<file path="config.mk">
export PLATFORM = sky130hd
export DESIGN_NAME = hazard_forward_unit_flat
export DESIGN_NICKNAME = d
export VERILOG_FILES = /design/src/rtl/hazard_forward_unit_if.sv /design/src/rtl/hazard_forward_unit.sv /design/src/flat_wrapper.sv
export SDC_FILE = /design/constraint.sdc
export NUM_CORES = 1
export LEC_CHECK = 0
export ABC_AREA = 1
export BUFFER_PORTS_ARGS = -buffer_cell sky130_fd_sc_hd__buf_4
export CORE_AREA = 2 2 50 52
export DETAILED_ROUTE_END_ITERATION = 8
export DIE_AREA = 0 0 52 54
export MAX_ROUTING_LAYER = met4
export PLACE_DENSITY = 0.66
export SLEW_MARGIN = 20
export SYNTH_ARGS = -nofsm -noshare
export SYNTH_HDL_FRONTEND = slang
export SYNTH_SLANG_ARGS = --single-unit
</file>
<file path="constraint.sdc">
create_clock -name CLK -period 1.08 [get_ports CLK]
set_clock_uncertainty 0.05 [all_clocks]
set_input_delay 0.216 -clock CLK [delete_from_list [all_inputs] [get_ports CLK]]
set_output_delay 0.216 -clock CLK [all_outputs]
set_load 0.02 [all_outputs]
</file>
<file path="src/rtl/hazard_forward_unit_if.sv">
// ID/EX hazard bus: ID-stage operands, downstream write-back candidates,
// and the registered EX operand selects plus the combinational stall.
interface hazard_forward_unit_if #(
  parameter int REG_AW     = 5,
  parameter int NUM_STAGES = 2,
  parameter int SW         = $clog2(NUM_STAGES + 2)
);
  logic                         ID_Valid;
  logic                         UseImmed;
  logic [REG_AW-1:0]            ID_Rs;
  logic [REG_AW-1:0]            ID_Rt;
  logic                         Flush;
  logic [NUM_STAGES*REG_AW-1:0] Stg_Rw;
  logic [NUM_STAGES-1:0]        Stg_RegWrite;
  logic [NUM_STAGES-1:0]        Stg_MemRead;
  logic                         Stall;
  logic                         EX_Bubble;
  logic [SW-1:0]                AluOpCtrlA;
  logic [SW-1:0]                AluOpCtrlB;
  logic [SW-1:0]                DataFwdSel;

  modport master (
    output ID_Valid, UseImmed, ID_Rs, ID_Rt, Flush,
    output Stg_Rw, Stg_RegWrite, Stg_MemRead,
    input  Stall, EX_Bubble, AluOpCtrlA, AluOpCtrlB, DataFwdSel
  );

  modport slave (
    input  ID_Valid, UseImmed, ID_Rs, ID_Rt, Flush,
    input  Stg_Rw, Stg_RegWrite, Stg_MemRead,
    output Stall, EX_Bubble, AluOpCtrlA, AluOpCtrlB, DataFwdSel
  );
endinterface

</file>
<file path="src/rtl/hazard_forward_unit.sv">
// Forwarding-select and load-use stall unit at the ID/EX boundary: picks the
// nearest downstream producer for each source and freezes IF/ID for load latency.
module hazard_forward_unit #(
  parameter int REG_AW     = 5,
  parameter int NUM_STAGES = 2,
  parameter int LOAD_LAT   = 1
) (
  input logic                  CLK,
  input logic                  Reset_L,
  hazard_forward_unit_if.slave bus
);
  localparam int SW = $clog2(NUM_STAGES + 2);
  localparam int CW = $clog2(LOAD_LAT + 1);
  localparam logic [SW-1:0] RF_SEL   = SW'(NUM_STAGES + 1);
  localparam logic [SW-1:0] IMM_SEL  = SW'(0);
  localparam logic [CW-1:0] CNT_LOAD = CW'(LOAD_LAT - 1);
  localparam logic [CW-1:0] CNT_ONE  = CW'(1);

  typedef enum logic {
    IDLE  = 1'b0,
    STALL = 1'b1
  } state_t;

  logic [NUM_STAGES-1:0] hitRs_s;
  logic [NUM_STAGES-1:0] hitRt_s;
  logic [SW-1:0]         selRs_s;
  logic [SW-1:0]         selRt_s;
  logic [SW-1:0]         selB_s;
  logic                  loadRs_s;
  logic                  loadRt_s;
  logic                  hazard_s;
  logic                  stall_s;
  state_t                state_r;
  state_t                stateNext_s;
  logic [CW-1:0]         cnt_r;
  logic [CW-1:0]         cntNext_s;
  logic [SW-1:0]         aluOpCtrlA_r;
  logic [SW-1:0]         aluOpCtrlB_r;
  logic [SW-1:0]         dataFwdSel_r;
  logic                  exBubble_r;

  // Per-stage address match; register 0 is hardwired and never forwards
  always_comb begin
    hitRs_s = '0;
    hitRt_s = '0;
    for (int k = 0; k < NUM_STAGES; k++) begin
      hitRs_s[k] = bus.Stg_RegWrite[k]
                 && (bus.Stg_Rw[k*REG_AW +: REG_AW] == bus.ID_Rs)
                 && (bus.ID_Rs != '0);
      hitRt_s[k] = bus.Stg_RegWrite[k]
                 && (bus.Stg_Rw[k*REG_AW +: REG_AW] == bus.ID_Rt)
                 && (bus.ID_Rt != '0);
    end
  end

  // Nearest-producer priority: scan far to near so the nearest hit lands last.
  // The load flag follows the winner only, so shadowed loads are ignored.
  always_comb begin
    selRs_s  = RF_SEL;
    selRt_s  = RF_SEL;
    loadRs_s = 1'b0;
    loadRt_s = 1'b0;
    for (int k = NUM_STAGES - 1; k >= 0; k--) begin
      selRs_s  = hitRs_s[k] ? SW'(k + 1) : selRs_s;
      loadRs_s = hitRs_s[k] ? (bus.Stg_MemRead[k] && (k < LOAD_LAT)) : loadRs_s;
      selRt_s  = hitRt_s[k] ? SW'(k + 1) : selRt_s;
      loadRt_s = hitRt_s[k] ? (bus.Stg_MemRead[k] && (k < LOAD_LAT)) : loadRt_s;
    end
  end

  // Operand select and load-use hazard; Rt always counts because store data needs it
  always_comb begin
    selB_s   = bus.UseImmed ? IMM_SEL : selRt_s;
    hazard_s = bus.ID_Valid && !bus.Flush && (loadRs_s || loadRt_s);
  end

  // Stall FSM state and countdown register
  always_ff @(posedge CLK or negedge Reset_L) begin
    if (!Reset_L) begin
      state_r <= IDLE;
      cnt_r   <= '0;
    end else begin
      state_r <= stateNext_s;
      cnt_r   <= cntNext_s;
    end
  end

  // Stall FSM next-state and stall request
  always_comb begin
    stateNext_s = state_r;
    cntNext_s   = cnt_r;
    stall_s     = 1'b0;
    case (state_r)
      IDLE: begin
        if (hazard_s) begin
          stall_s = 1'b1;
          if (LOAD_LAT > 1) begin
            stateNext_s = STALL;
            cntNext_s   = CNT_LOAD;
          end else begin
            stateNext_s = IDLE;
          end
        end else begin
          stateNext_s = IDLE;
        end
      end
      STALL: begin
        if (bus.Flush) begin
          stateNext_s = IDLE;
          cntNext_s   = '0;
        end else begin
          stall_s   = 1'b1;
          cntNext_s = cnt_r - CNT_ONE;
          if (cnt_r == CNT_ONE) begin
            stateNext_s = IDLE;
          end else begin
            stateNext_s = STALL;
          end
        end
      end
      default: begin
        stateNext_s = IDLE;
        cntNext_s   = '0;
      end
    endcase
  end

  // EX-stage operand selects; stalled, squashed or empty slots become bubbles
  always_ff @(posedge CLK or negedge Reset_L) begin
    if (!Reset_L) begin
      aluOpCtrlA_r <= RF_SEL;
      aluOpCtrlB_r <= RF_SEL;
      dataFwdSel_r <= RF_SEL;
      exBubble_r   <= 1'b1;
    end else if (stall_s || bus.Flush || !bus.ID_Valid) begin
      aluOpCtrlA_r <= RF_SEL;
      aluOpCtrlB_r <= RF_SEL;
      dataFwdSel_r <= RF_SEL;
      exBubble_r   <= 1'b1;
    end else begin
      aluOpCtrlA_r <= selRs_s;
      aluOpCtrlB_r <= selB_s;
      dataFwdSel_r <= selRt_s;
      exBubble_r   <= 1'b0;
    end
  end

  // Stall is held low while reset is asserted even if a hazard is visible
  assign bus.Stall      = stall_s && Reset_L;
  assign bus.AluOpCtrlA = aluOpCtrlA_r;
  assign bus.AluOpCtrlB = aluOpCtrlB_r;
  assign bus.DataFwdSel = dataFwdSel_r;
  assign bus.EX_Bubble  = exBubble_r;

endmodule

</file>
<file path="src/flat_wrapper.sv">
// flat-port wrapper written by rule: the top's interface ports become plain ports
module hazard_forward_unit_flat 
#(
  parameter int REG_AW     = 5,
  parameter int NUM_STAGES = 2,
  parameter int LOAD_LAT   = 1
)
  (CLK, Reset_L, bus_ID_Valid, bus_UseImmed, bus_ID_Rs, bus_ID_Rt, bus_Flush, bus_Stg_Rw, bus_Stg_RegWrite, bus_Stg_MemRead, bus_Stall, bus_EX_Bubble, bus_AluOpCtrlA, bus_AluOpCtrlB, bus_DataFwdSel);
  hazard_forward_unit_if #(.REG_AW(REG_AW), .NUM_STAGES(NUM_STAGES)) bus_i ();
  input logic CLK;
  input logic Reset_L;
  input wire logic [$bits(bus_i.ID_Valid)-1:0] bus_ID_Valid;
  input wire logic [$bits(bus_i.UseImmed)-1:0] bus_UseImmed;
  input wire logic [$bits(bus_i.ID_Rs)-1:0] bus_ID_Rs;
  input wire logic [$bits(bus_i.ID_Rt)-1:0] bus_ID_Rt;
  input wire logic [$bits(bus_i.Flush)-1:0] bus_Flush;
  input wire logic [$bits(bus_i.Stg_Rw)-1:0] bus_Stg_Rw;
  input wire logic [$bits(bus_i.Stg_RegWrite)-1:0] bus_Stg_RegWrite;
  input wire logic [$bits(bus_i.Stg_MemRead)-1:0] bus_Stg_MemRead;
  output wire logic [$bits(bus_i.Stall)-1:0] bus_Stall;
  output wire logic [$bits(bus_i.EX_Bubble)-1:0] bus_EX_Bubble;
  output wire logic [$bits(bus_i.AluOpCtrlA)-1:0] bus_AluOpCtrlA;
  output wire logic [$bits(bus_i.AluOpCtrlB)-1:0] bus_AluOpCtrlB;
  output wire logic [$bits(bus_i.DataFwdSel)-1:0] bus_DataFwdSel;
  assign bus_i.ID_Valid = bus_ID_Valid;
  assign bus_i.UseImmed = bus_UseImmed;
  assign bus_i.ID_Rs = bus_ID_Rs;
  assign bus_i.ID_Rt = bus_ID_Rt;
  assign bus_i.Flush = bus_Flush;
  assign bus_i.Stg_Rw = bus_Stg_Rw;
  assign bus_i.Stg_RegWrite = bus_Stg_RegWrite;
  assign bus_i.Stg_MemRead = bus_Stg_MemRead;
  assign bus_Stall = bus_i.Stall;
  assign bus_EX_Bubble = bus_i.EX_Bubble;
  assign bus_AluOpCtrlA = bus_i.AluOpCtrlA;
  assign bus_AluOpCtrlB = bus_i.AluOpCtrlB;
  assign bus_DataFwdSel = bus_i.DataFwdSel;
  hazard_forward_unit #(.REG_AW(REG_AW), .NUM_STAGES(NUM_STAGES), .LOAD_LAT(LOAD_LAT)) u_core (.CLK(CLK), .Reset_L(Reset_L), .bus(bus_i));
endmodule
</file>
==> key figures <==
Outcome
  – Status: finished with violations
  – Failing checks: setup timing

Critical path
  – Crit-path max FO: 4
  – Worst Setup Path Type: primary input to output port
  – Critical path origin: bus_ID_Rt[2]
  – Worst-path cell chain: buf_4 -> inv_1 -> nand2_1 -> nand2_1 -> nand2_1 -> nor2_2 -> nand2_2 -> nand2_2 -> nand2_4 -> a21boi_4 -> buf_6
  – CP Capture Type: output port
  – CP Data Arrival Time: between 1 and 1.5 ns
  – Startpoint types: primary input
  – Max stage delay on crit path: 0.14 ns
  – R2R Setup Slk: 0.15 ns
  – Crit path top cell by count: nand2_1
  – FF-to-FF path depth: 3
  – Slowest stage cell, crit path: a21boi_4
  – RR Startpoint: u_core.state_r
  – Req. time, crit path: 0.81 ns

Drt
  – Routed WL per cell: 9.43 um
  – DRT antenna net count: 0
  – Drt pass-1 iters: 6
  – Via/cell ratio: 4.39
  – Vias: 1010
  – DRT Wirelength: about 2200 um
  – DR iter-0 viols: 16
  – DRC viols: 0

Finish
  – Final Core Density: 59.2%
  – Layout cell share with drive strength beyond 1: 44.0%
  – Area growth syn-to-layout: 70.9%
  – Reg area: 234 um^2
  – Diodes inserted: 0
  – Nets: 230
  – Multi-input logic area: 502 um^2
  – Filler instances: around 240

Logic synthesis
  – Synthesized instance count: 143
  – Cell Area, Synth: 803 um^2
  – Largest cells by area after synthesis: nand2_1, dfstp_2, inv_1
  – Top-count cell post-synth: nand2_1
  – Top cells by count, synth: nand2_1, inv_1, nor2_1, dfstp_2, nand4_1
  – Post-synth top area cell: nand2_1
  – Asr flop ratio synth: between 90% and 100%
  – #FFs+latches synth: 9
  – Yosys Warn Count: 0
  – Post-synth EDFFs: 0
  – Net Count, Synth: roughly 170
  – Avg Inst Size Synth: 5.62 um^2
  – Post-synth top area share: 28.0%
  – Sequential area share after synthesis: roughly 29%
  – Ys flop type: dfstp_2
  – Yosys cell types: 16

GRT
  – Initial antenna violation count: 0
  – Largest net degree at the start of global routing: 10
  – Total gr overflow: 0
  – First-pass GRT wire length: 3290 um
  – Gr usage total: 15.9%
  – Vias in the first global route: 873

Clock network
  – # clock sinks: 9
  – H-Tree Level Count: 1
  – CTS Buf Count: 3
  – Maximum buffer depth of the clock tree: 2
  – Clk Latency, worst-skew pair: approximately 0.24 ns
  – CTS Root Cell: clkbuf_4
  – Worst-path clk slew: ~0.06 ns
  – CTS tree: done

Power and ir drop
  – Pwr dens: between 600 and 700 mW/mm^2
  – Post-layout power: 0.941 mW
  – VDD IR max: about 0.43 mV
  – Lkg Pwr: 0.811 nW

Placed design
  – GP Congestion: 0.879
  – HPWL Detailed: 1820 um
  – IO Port Bufs: 35

STA
  – Crit path time final: 1.41 ns
  – Fin. Hold Viols: 0
  – Max Freq: approximately 0.7 GHz
  – RSZ-0062 raised after global routing: true
  – Slew Limit Headroom: 83.7%
  – Final Slew Violations: 0
  – Hold slack: 0.169 ns
  – Worst setup margin: -0.330 ns
  – Final worst path period share: 131%
  – Final setup viols: 8
  – Worst-Margin Slew: 0.242 ns

Floorplan
  – Die span in x: around 52 um
  – Core area: ~0.0023 mm^2
  – Initial Utilization: 34.6%
  – Boundary pin count: 37
  – Row count: 18
  – Die Y: 54 um
  – Die ar.: 0.00281 mm^2

Job
  – Max-Cap Viols: 0

Worst hold path
  – Hold WC Path Type: primary input to flop
  – Hold Path Origin: bus_UseImmed
  – Worst Hold Depth: 4
-- sequential cells by signal, indices dropped and copies added (netlist names) --
name,count
u_core.bus.AluOpCtrlA,2
u_core.bus.AluOpCtrlB,2
u_core.bus.DataFwdSel,2
u_core.bus.EX_Bubble,1
u_core.cnt_r,1
u_core.state_r,1
-- layer usage --
metal | global-route usage, % | vias up | wire length [um]
met5 | - | - | 0
met3 | 0.833 | 4 | 95
met4 | 3.95 | 0 | 29
li1 | - | 540 | -
met1 | 15.6 | 438 | 830
met2 | 33.5 | 28 | 1210
-- final timing paths --
kind / endpoint
max: bus_Stall
min: u_core.bus.AluOpCtrlB[0]
max reg2reg: u_core.cnt_r
min reg2reg: u_core.state_r
max in group asynchronous: u_core.bus.AluOpCtrlA[0]
min in group asynchronous: u_core.state_r
-- critical path: cells and delay by family --
kind | cells | cell delay [ns]
AND/OR/NAND/NOR | 7 | 0.46
AO/OA/AOI/OAI | 1 | 0.14
buffers and inverters | 3 | 0.32
-- report_power, final --
| group | switching [mW] | internal, mW |
|---|---|---|
| clock network | 0.0990 | 0.141 |
| registers | 0.00252 | 0.349 |
| logic | 0.169 | 0.181 |
-- area by class of cell --
cell class	instances	area share (%)
Multi-Input combinational cell	104	36.6
Timing Repair Buffer	53	33.0
Sequential cell	9	17.0
Inverter	30	8.75
Tap cell	30	2.73
Clock buffer	4	1.91
-- layout by cell type (no fill, tap or decap), drive strengths merged, types with 3 or more instances in the layout --
master / instances
inv: 30
nor2: 21
nand3: 5
o21ai: 3
clkbuf: 4
buf: 52
nand4: 7
nand2: 63
dfstp: 7
-- what timing repair did --
item                                   CTS  global route
pin swaps                                3            20
buffers inserted                         1             3
setup endpoints to repair                8            14
hold buffers                             1             0
resized for setup                       14            24
endpoints found under the hold margin    2             0
-- kinds of logic (layout without fill, tap and decap cells) --
group                  Yosys count  in the layout  synth area share [%]
muxes                            1              1                  1.25
DFF                              9              9                  29.1
buffers and inverters           30             87                  14.0
AOI/OAI and AO/OA                6              6                  5.29
and+or+nand+nor                 97             97                  50.3
-- through the flow --
step                setup WS (ns)  area [um^2]  TNS [ns]  instances
global route               -0.427         1370     -1.08        230
floorplan                  -0.132          811    -0.132        143
finish                     -0.330         1370    -0.775        230
detailed placement         -0.395         1220     -1.80        222
global placement           -0.393         1220     -1.79        222
CTS                        -0.317         1300    -0.830        228
(Power assumes the default switching activity.)
